**src/rtl/header_detect_pkg.sv**
```systemverilog
// Shared types and default constants for the RX preamble detector.
// The FSM state enum and the default header bytes and pair count live here.
package header_detect_pkg;

    // Detector FSM: expecting the first or the second byte of a pair
    typedef enum logic {
        WAIT_A = 1'b0,
        WAIT_B = 1'b1
    } state_t;

    localparam logic [7:0] HDR_A     = 8'h55;
    localparam logic [7:0] HDR_B     = 8'hD5;
    localparam int         HDR_PAIRS = 5;

endpackage

```
**src/rtl/header_detect.sv**
```systemverilog
// header_detect: byte-stream preamble detector.
// It looks for PAIRS consecutive {A_BYTE, B_BYTE} pairs and pulses hdr_found
// for one cycle when the header completes.
// Optional macro HEADER_DETECT_LOCK_EN adds a sticky hdr_lock output. That flag
// sets with the first hdr_found and is cleared only by reset.
module header_detect
    import header_detect_pkg::*;
#(
    parameter int          DW     = 8,
    parameter logic [DW-1:0] A_BYTE = DW'(HDR_A),
    parameter logic [DW-1:0] B_BYTE = DW'(HDR_B),
    parameter int          PAIRS  = HDR_PAIRS,
    parameter int          CNT_W  = 3
) (
    input  logic             clk,
    input  logic             rst_n,
    input  logic [DW-1:0]    din,
    output logic             hdr_found,
    output logic [CNT_W-1:0] pair_cnt
`ifdef HEADER_DETECT_LOCK_EN
    ,
    output logic             hdr_lock
`endif
);

    // The final pair index. Completing this pair completes the header.
    localparam logic [CNT_W-1:0] LAST_PAIR = CNT_W'(PAIRS - 1);

    state_t           state_q, state_d;
    logic [CNT_W-1:0] cnt1;
    logic [CNT_W-1:0] cnt1_d;
    logic             hdr_found_q, hdr_found_d;

    // Next-state logic. Any byte that does not continue the run clears the pair count.
    always_comb begin
        state_d     = state_q;
        cnt1_d      = cnt1;
        hdr_found_d = 1'b0;
        case (state_q)
            WAIT_A: begin
                if (din == A_BYTE) begin
                    state_d = WAIT_B;
                end else begin
                    cnt1_d = '0;
                end
            end
            WAIT_B: begin
                if (din == B_BYTE) begin
                    state_d = WAIT_A;
                    if (cnt1 == LAST_PAIR) begin
                        hdr_found_d = 1'b1;
                        cnt1_d      = '0;
                    end else begin
                        cnt1_d = cnt1 + CNT_W'(1);
                    end
                end else if (din == A_BYTE) begin
                    // A repeated A byte starts a fresh pair. Its B byte is still expected.
                    cnt1_d = '0;
                end else begin
                    cnt1_d  = '0;
                    state_d = WAIT_A;
                end
            end
            default: begin
                state_d = WAIT_A;
                cnt1_d  = '0;
            end
        endcase
    end

    // State, pair count and found-pulse registers. Reset overrides every transition.
    always_ff @(posedge clk) begin
        if (!rst_n) begin
            state_q     <= WAIT_A;
            cnt1        <= '0;
            hdr_found_q <= 1'b0;
        end else begin
            state_q     <= state_d;
            cnt1        <= cnt1_d;
            hdr_found_q <= hdr_found_d;
        end
    end

    assign hdr_found = hdr_found_q;
    assign pair_cnt  = cnt1;

`ifdef HEADER_DETECT_LOCK_EN
    logic hdr_lock_q;

    // Sticky lock flag. It sets in the same cycle as the first hdr_found and holds until reset.
    always_ff @(posedge clk) begin
        if (!rst_n) begin
            hdr_lock_q <= 1'b0;
        end else if (hdr_found_d) begin
            hdr_lock_q <= 1'b1;
        end
    end

    assign hdr_lock = hdr_lock_q;
`endif

endmodule

```
**config.mk**
```make
export PLATFORM = sky130hd
export DESIGN_NAME = header_detect
export DESIGN_NICKNAME = d
export VERILOG_FILES = /design/src/rtl/header_detect_pkg.sv /design/src/rtl/header_detect.sv
export SDC_FILE = /design/constraint.sdc
export NUM_CORES = 1
export LEC_CHECK = 0
export BUFFER_PORTS_ARGS = -buffer_cell sky130_fd_sc_hd__buf_2
export CAP_MARGIN = 0
export CORE_AREA = 2 2 39 41
export CTS_BUF_LIST = sky130_fd_sc_hd__clkbuf_4 sky130_fd_sc_hd__clkbuf_8
export DETAILED_ROUTE_END_ITERATION = 10
export DIE_AREA = 0 0 41 43
export GPL_TIMING_DRIVEN = 0
export PLACE_DENSITY_LB_ADDON = 0.08
export SYNTH_ARGS = -nofsm -noshare
export SYNTH_HDL_FRONTEND = slang
export SYNTH_SLANG_ARGS = --single-unit
```
**constraint.sdc**
```tcl
create_clock -name clk -period 3.1 [get_ports clk]
set_clock_uncertainty 0.2 [all_clocks]
set_input_delay 0.155 -clock clk [delete_from_list [all_inputs] [get_ports clk]]
set_output_delay 0.155 -clock clk [all_outputs]
set_load 0.1 [all_outputs]
```
==> results by group, run 1 <==
Setup path
  – Depth of the most critical reg-to-reg path: 5
  – Crit end category: register
  – Critical path's most frequent cell: dlygate4sd3_1
  – Req. time, crit path: 3.08 ns
  – Critical Path, Cell by Cell: dlygate4sd3_1 -> buf_2 -> nand4_4 -> nor2_1 -> dlygate4sd3_1
  – Delay of the slowest cell on the worst path: 0.56 ns
  – Worst r2r src: pair_cnt[0]
  – Category of the most critical setup path: input port to register
  – Worst reg2reg path endpoint: pair_cnt[2]
  – Critical path startpoint category: input port
  – Setup slack on the worst flop-to-flop path: 1.69 ns
  – Crit-path slowest cell: dlygate4sd3_1
  – Arrival time at the worst endpoint: 1.58 ns
  – CP max FO: 5

Final layout
  – Post-route insts no fill: 63
  – P&R area growth vs syn: 55.8%
  – Core Util, Final: 29.3%
  – Footprint of the multi-input gates: 153 µm²
  – Number of diodes: 0
  – Sequential cell area: 100 µm²
  – Design area: 405 µm²
  – Ratio of cells with drive above 1 in the final layout: 42.6%
  – Fillers: 154
  – # nets final: 60

Route
  – Iter 0 DRT Violations: 1
  – Total number of vias: 255
  – WL final: 596 µm
  – DRC violations left: 0
  – Average vias per placed instance: 4.05
  – Antenna-violating nets left: 0
  – Pre-Repair DR Iteration Count: 2
  – Routed length per instance: 9.46 µm

Power
  – Worst IR Drop VDD: 0.133 mV
  – Part of the total power dissipated in sequential elements: 39.7%
  – Combinational share of power: 7.0%
  – Total design power: 0.000163 W
  – Switch share: 20.7%
  – Pwr dens: 401 nW/µm²
  – Switching component of the power: 0.0000337 W
  – Int Power: 0.000129 W
  – Fraction of power consumed by the clock network: 53.4%
  – Static Leakage: 0.176 nW

Hold path
  – Hold path endpoint: pair_cnt[0]
  – Hold/Removal Path Class: input port to register
  – Hold Path Cell Cnt: 3
  – Beginning of the worst hold path: rst_n

Logic synthesis
  – Cell types occupying the most area after synthesis: dfxtp_1, ha_1, nand4_4
  – Top FF cell, synth: dfxtp_1
  – Count leader, synth: dfxtp_1
  – Share of Yosys cell area claimed by the top area cell type: 38.5%
  – Number of register bits inferred by synthesis: 5
  – Post-synth EDFFs: 0
  – Count of distinct cell types in the synthesized netlist: 14
  – Syn Std Cell Area: 260 µm²
  – Fraction of registers with async set or reset after synthesis: 0%
  – Cell type with the highest aggregate area in the netlist: dfxtp_1
  – Mean cell area of the mapped netlist: 9.64 µm²
  – Post-Syn Nets: 39
  – Synth Warn #: 0
  – Commonest cells in the synthesized netlist: dfxtp_1, nand2_1, a21oi_1
  – Sequential share of the synthesized area: 38.5%
  – Mapped Cells: 27

STA
  – Least-Margin Pin Slew: 0.485 ns
  – RSZ-0062 raised after global routing: no
  – Max-slew headroom: 67.9%
  – Setup TNS after final layout: 0 ns
  – Fraction of the cycle the final worst path needs: 51.6%
  – Maximum clock rate: 0.625 GHz
  – Total count of max-transition violations in the final report: 0
  – Time the final worst path needs with I/O delays and setup: 1.60 ns
  – Number of hold violations in the final report: 0
  – Final-report setup violation count: 0

Clock tree
  – Number of setup buffers added after CTS: 0
  – # resized after CTS: 0
  – Clock tree from TritonCTS: yes
  – Insertion delay to the later sink of the worst-skew pair: 0.25 ns
  – Number of clock sinks: 5
  – Clock buffer depth: 2
  – Root buffer cell: clkbuf_4
  – H-tree level count: 1
  – Number of buffers inserted during clock tree synthesis: 3
  – Hold-fix buffers at CTS: 3
  – Clock slew seen by the registers of the worst setup and hold paths: 0.05 ns

Global route
  – Total gr overflow: 0
  – Number of antenna violations at the first check in global routing: 0
  – Aggregate global-route resource usage: 9.04%
  – Pin count of the biggest net entering global routing: 8
  – Wire length of the first global-routing pass: 938 µm
  – Number of global-route vias before repair: 238

Floorplanning
  – Floorplan die height: 43 µm
  – Top-Level Pins: 14
  – # rows: 14
  – Die Outline Area: 1760 µm²
  – Starting density of the core: 18.8%
  – Floorplan core area: 1380 µm²
  – Die X-Extent: 41 µm

Flow run
  – Number of maximum-capacitance violations: 0

Placement
  – Detailed-placement wirelength estimate: 439 µm
  – Placed cell count: 56
  – Count of input and output buffers: 13
  – Last weighted congestion value of the routability-driven placer: 0.726
  – Cell Area, Placed: 345 µm²

Outcome
  – Outcome: finished, final reports clean
## power groups by stage
| stage | clock network (W) | logic [W] | registers [W] |
|---|---|---|---|
| floorplan | 0 | 0.00000252 | 0.0000657 |
| global placement | 0 | 0.00000918 | 0.0000657 |
| detailed placement | 0 | 0.00000943 | 0.0000657 |
| CTS | 0.0000898 | 0.0000114 | 0.0000645 |
| global route | 0.0000933 | 0.0000124 | 0.0000645 |
| finish | 0.0000868 | 0.0000113 | 0.0000645 |
## layout by cell type (no fill, tap or decap)
| master | count |
|---|---|
| clkbuf_4 | 4 |
| buf_2 | 13 |
| nand4b_1 | 1 |
| inv_1 | 2 |
| o21ai_0 | 1 |
| nor2_1 | 2 |
| nor3_2 | 1 |
| nand4_4 | 1 |
| ha_1 | 2 |
| and4bb_1 | 1 |
| nand2_1 | 4 |
| and2b_1 | 1 |
| dfxtp_1 | 5 |
| nand4_1 | 2 |
| and4bb_2 | 1 |
| dlygate4sd3_1 | 3 |
| a21oi_1 | 3 |
## cell families (layout without fill, tap and decap cells)
family	count (synthesis)	count (layout)	synth area share (%)
adders and majority gates	2	2	9.61
buffers and inverters	2	22	2.89
and+or+nand+nor	14	14	41.3
DFF	5	5	38.5
AOI/OAI and AO/OA	4	4	7.69
## routing by layer
layer	vias to the layer above	GRT usage (%)	wire length [µm]
met5	-	0	0
met3	4	6.28	44
li1	136	-	-
met2	9	11.9	265
met1	106	8.04	263
met4	0	10.0	23
## critical path: cells and delay by family
kind / cells / cell delay, ns
buffers and inverters: 3 / 1.20
AND/OR/NAND/NOR: 2 / 0.23
## sequential cells by signal (all words and copies together) (netlist names)
register / flops
pair_cnt: 3
state_q: 1
hdr_found: 1
## stage by stage
| step | hold slack (ns) | worst slack, ns |
|---|---|---|
| after floorplan | 0.0274 | 0.988 |
| after global placement | 0.202 | 1.73 |
| after detailed placement | 0.205 | 1.70 |
| after CTS | 0.0179 | 1.54 |
| after global routing | 0.0357 | 1.44 |
| final | 0.0167 | 1.50 |
## area by class of cell
| cell class | instances | area share (%) |
|---|---|---|
| clock buffer | 4 | 7.41 |
| inverter | 2 | 1.85 |
| multi-input combinational | 20 | 37.7 |
| sequential | 5 | 24.7 |
| tap | 16 | 4.94 |
| timing repair buffer | 16 | 23.5 |
## how the worst max path moves through the flow
stage                start           to  cells after the start
6_report            din[6]      state_q                      5
5_1_grt             din[6]      state_q                      5
4_1_cts             din[6]      state_q                      5
3_5_place_dp   pair_cnt[0]  pair_cnt[2]                      5
3_3_place_gp   pair_cnt[0]  pair_cnt[2]                      5
2_1_floorplan  pair_cnt[0]  pair_cnt[2]                      5
Note: power is estimated with default switching activity, not from simulation.
==> run 2: changes to the inputs <==
Clock period 3.1 ns to 1.6 ns, I/O delays scaled along.
==> results by group, run 2 (same netlist as run 1, synthesis figures left out) <==
Final layout
  – Number of diodes: 0 (unchanged)
  – Most frequent cells in the layout: buf_2, nand2_1, clkbuf_4, dlygate4sd3_1, a21oi_1 (was buf_2, dfxtp_1, nand2_1, clkbuf_4)
  – Core Util, Final: 30.7% (was 29.3%)
  – # nets final: 61 (was 60)
  – P&R area growth vs syn: 63.0% (was 55.8%)
  – Most frequent standard cell in the layout excluding fill and tap cells: buf_2 (unchanged)
  – Max reg flops: 3 (unchanged)
  – Ratio of cells with drive above 1 in the final layout: 47.9% (was 42.6%)

Floorplanning
  – Floorplan core area: 1380 µm² (unchanged)
  – Starting density of the core: 18.8% (unchanged)
  – Top-Level Pins: 14 (unchanged)
  – Die X-Extent: 41 µm (unchanged)
  – Floorplan die height: 43 µm (unchanged)
  – Die Outline Area: 1760 µm² (unchanged)
  – # rows: 14 (unchanged)

Route
  – Total number of vias: 267 (was 255)
  – Pre-Repair DR Iteration Count: 2 (unchanged)
  – Average vias per placed instance: 4.17 (was 4.05)
  – Routed length per instance: 8.88 µm (was 9.46 µm)
  – DRC violations left: 0 (unchanged)
  – Iter 0 DRT Violations: 11 (was 1)
  – WL final: 568 µm (was 596 µm)
  – Antenna-violating nets left: 0 (unchanged)

Placement
  – Last weighted congestion value of the routability-driven placer: 0.747 (was 0.726)
  – Count of input and output buffers: 13 (unchanged)
  – Worst Setup Slack post-DPL: 0.246 ns (was 1.70 ns)
  – Detailed-placement wirelength estimate: 450 µm (was 439 µm)

STA
  – Setup TNS after final layout: 0 ns (unchanged)
  – Final worst hold slack: 0.116 ns (was 0.0167 ns)
  – Final-report setup violation count: 0 (unchanged)
  – Least-Margin Pin Slew: 0.485 ns (about the same)
  – Maximum clock rate: 0.658 GHz
  – Number of hold violations in the final report: 0 (unchanged)
  – Final worst setup slack: 0.0811 ns (was 1.50 ns)
  – Fraction of the cycle the final worst path needs: 94.9%
  – RSZ-0062 raised after global routing: no (unchanged)
  – Time the final worst path needs with I/O delays and setup: 1.52 ns
  – Max-slew headroom: 67.9% (about the same)
  – Total count of max-transition violations in the final report: 0 (unchanged)

Clock tree
  – Number of setup buffers added after CTS: 0 (unchanged)
  – Clock buffer depth: 2 (unchanged)
  – H-tree level count: 1 (unchanged)
  – Number of buffers inserted during clock tree synthesis: 3 (unchanged)
  – Number of clock sinks: 5 (unchanged)
  – # resized after CTS: 0 (unchanged)
  – Clock slew seen by the registers of the worst setup and hold paths: 0.05 ns (about the same)
  – Insertion delay to the later sink of the worst-skew pair: 0.24 ns (was 0.25 ns)
  – Clock tree from TritonCTS: yes (unchanged)
  – Root buffer cell: clkbuf_4 (unchanged)

Power
  – Pwr dens: 734 nW/µm² (was 401 nW/µm²)
  – Total design power: 0.000311 W (was 0.000163 W)
  – Static Leakage: 0.182 nW (was 0.176 nW)
  – Worst IR Drop VDD: 0.272 mV (was 0.133 mV)

Setup path
  – Category of the most critical setup path: input port to register (unchanged)
  – CP max FO: 5 (unchanged)
  – Critical path startpoint category: input port (unchanged)
  – Arrival time at the worst endpoint: 1.44 ns (was 1.58 ns)
  – Req. time, crit path: 1.52 ns (was 3.08 ns)
  – Crit end category: register (unchanged)

Outcome
  – Outcome: finished, final reports clean (unchanged)

Global route
  – Pin count of the biggest net entering global routing: 8 (unchanged)
  – Aggregate global-route resource usage: 8.53% (was 9.04%)
  – Wire length of the first global-routing pass: 959 µm (was 938 µm)
  – Number of global-route vias before repair: 252 (was 238)
  – Total gr overflow: 0 (unchanged)
  – Number of antenna violations at the first check in global routing: 0 (unchanged)

Hold path
  – Hold/Removal Path Class: input port to register (unchanged)

Flow run
  – Number of maximum-capacitance violations: 0 (unchanged)
## run 2: cell count changes in the layout (fill, tap and decap cells not counted)
| cell | before | now |
|---|---|---|
| dfxtp_1 | 5 | 2 |
| dfxtp_2 | 0 | 1 |
| dfxtp_4 | 0 | 2 |
| dlygate4sd3_1 | 3 | 4 |
## run 2: report_power, final
part | leakage (nW) | internal (W) | switching [W]
sequential | 0.0424 | 0.000122 | 0.0000000677
clock | 0.0184 | 0.000111 | 0.0000544
combinational | 0.122 | 0.0000150 | 0.00000871
## run 2: worst paths after layout
path,start,endpoint,slack [ns],cells past startpoint
min reg2reg,pair_cnt[0],pair_cnt[0],0.29,2
max reg2reg,pair_cnt[0],pair_cnt[2],0.24,5
min,din[4],pair_cnt[2],0.12,4
max,rst_n,state_q,0.08,5
## run 2: routing by layer
metal	vias up	part of all wire (%)	track usage, %
li1	139	-	-
met1	121	43	9.97
met2	7	49	11.3
met3	0	8.5	4.71
met4	0	0	6.00
met5	-	0	0
## run 2: worst max-delay path, stage by stage
cell and delay (ns):
dlygate4sd3_1 0.53, buf_2 0.13, nand4_4 0.11, nor2_1 0.05, dlygate4sd3_1 0.55
## run 2: metrics by stage
step | std cells | area, µm²
CTS | 64 | 424
floorplan | 27 | 269
detailed placement | 56 | 354
global placement | 56 | 354
finish | 64 | 424
global route | 64 | 424
## run 2: layout make-up
class,instances,area (µm²)
Clock buffer,4,30.0
Fill cell,154,960
Inverter,2,7.51
Multi-Input combinational cell,20,153
Sequential cell,5,109
Tap cell,16,20.0
Timing Repair Buffer,17,105
## run 2: what timing repair did
item | in CTS | in global routing
endpoints found under the setup margin | 0 | 0
hold buffers | 4 | 0
hold endpoints to repair | 5 | 0
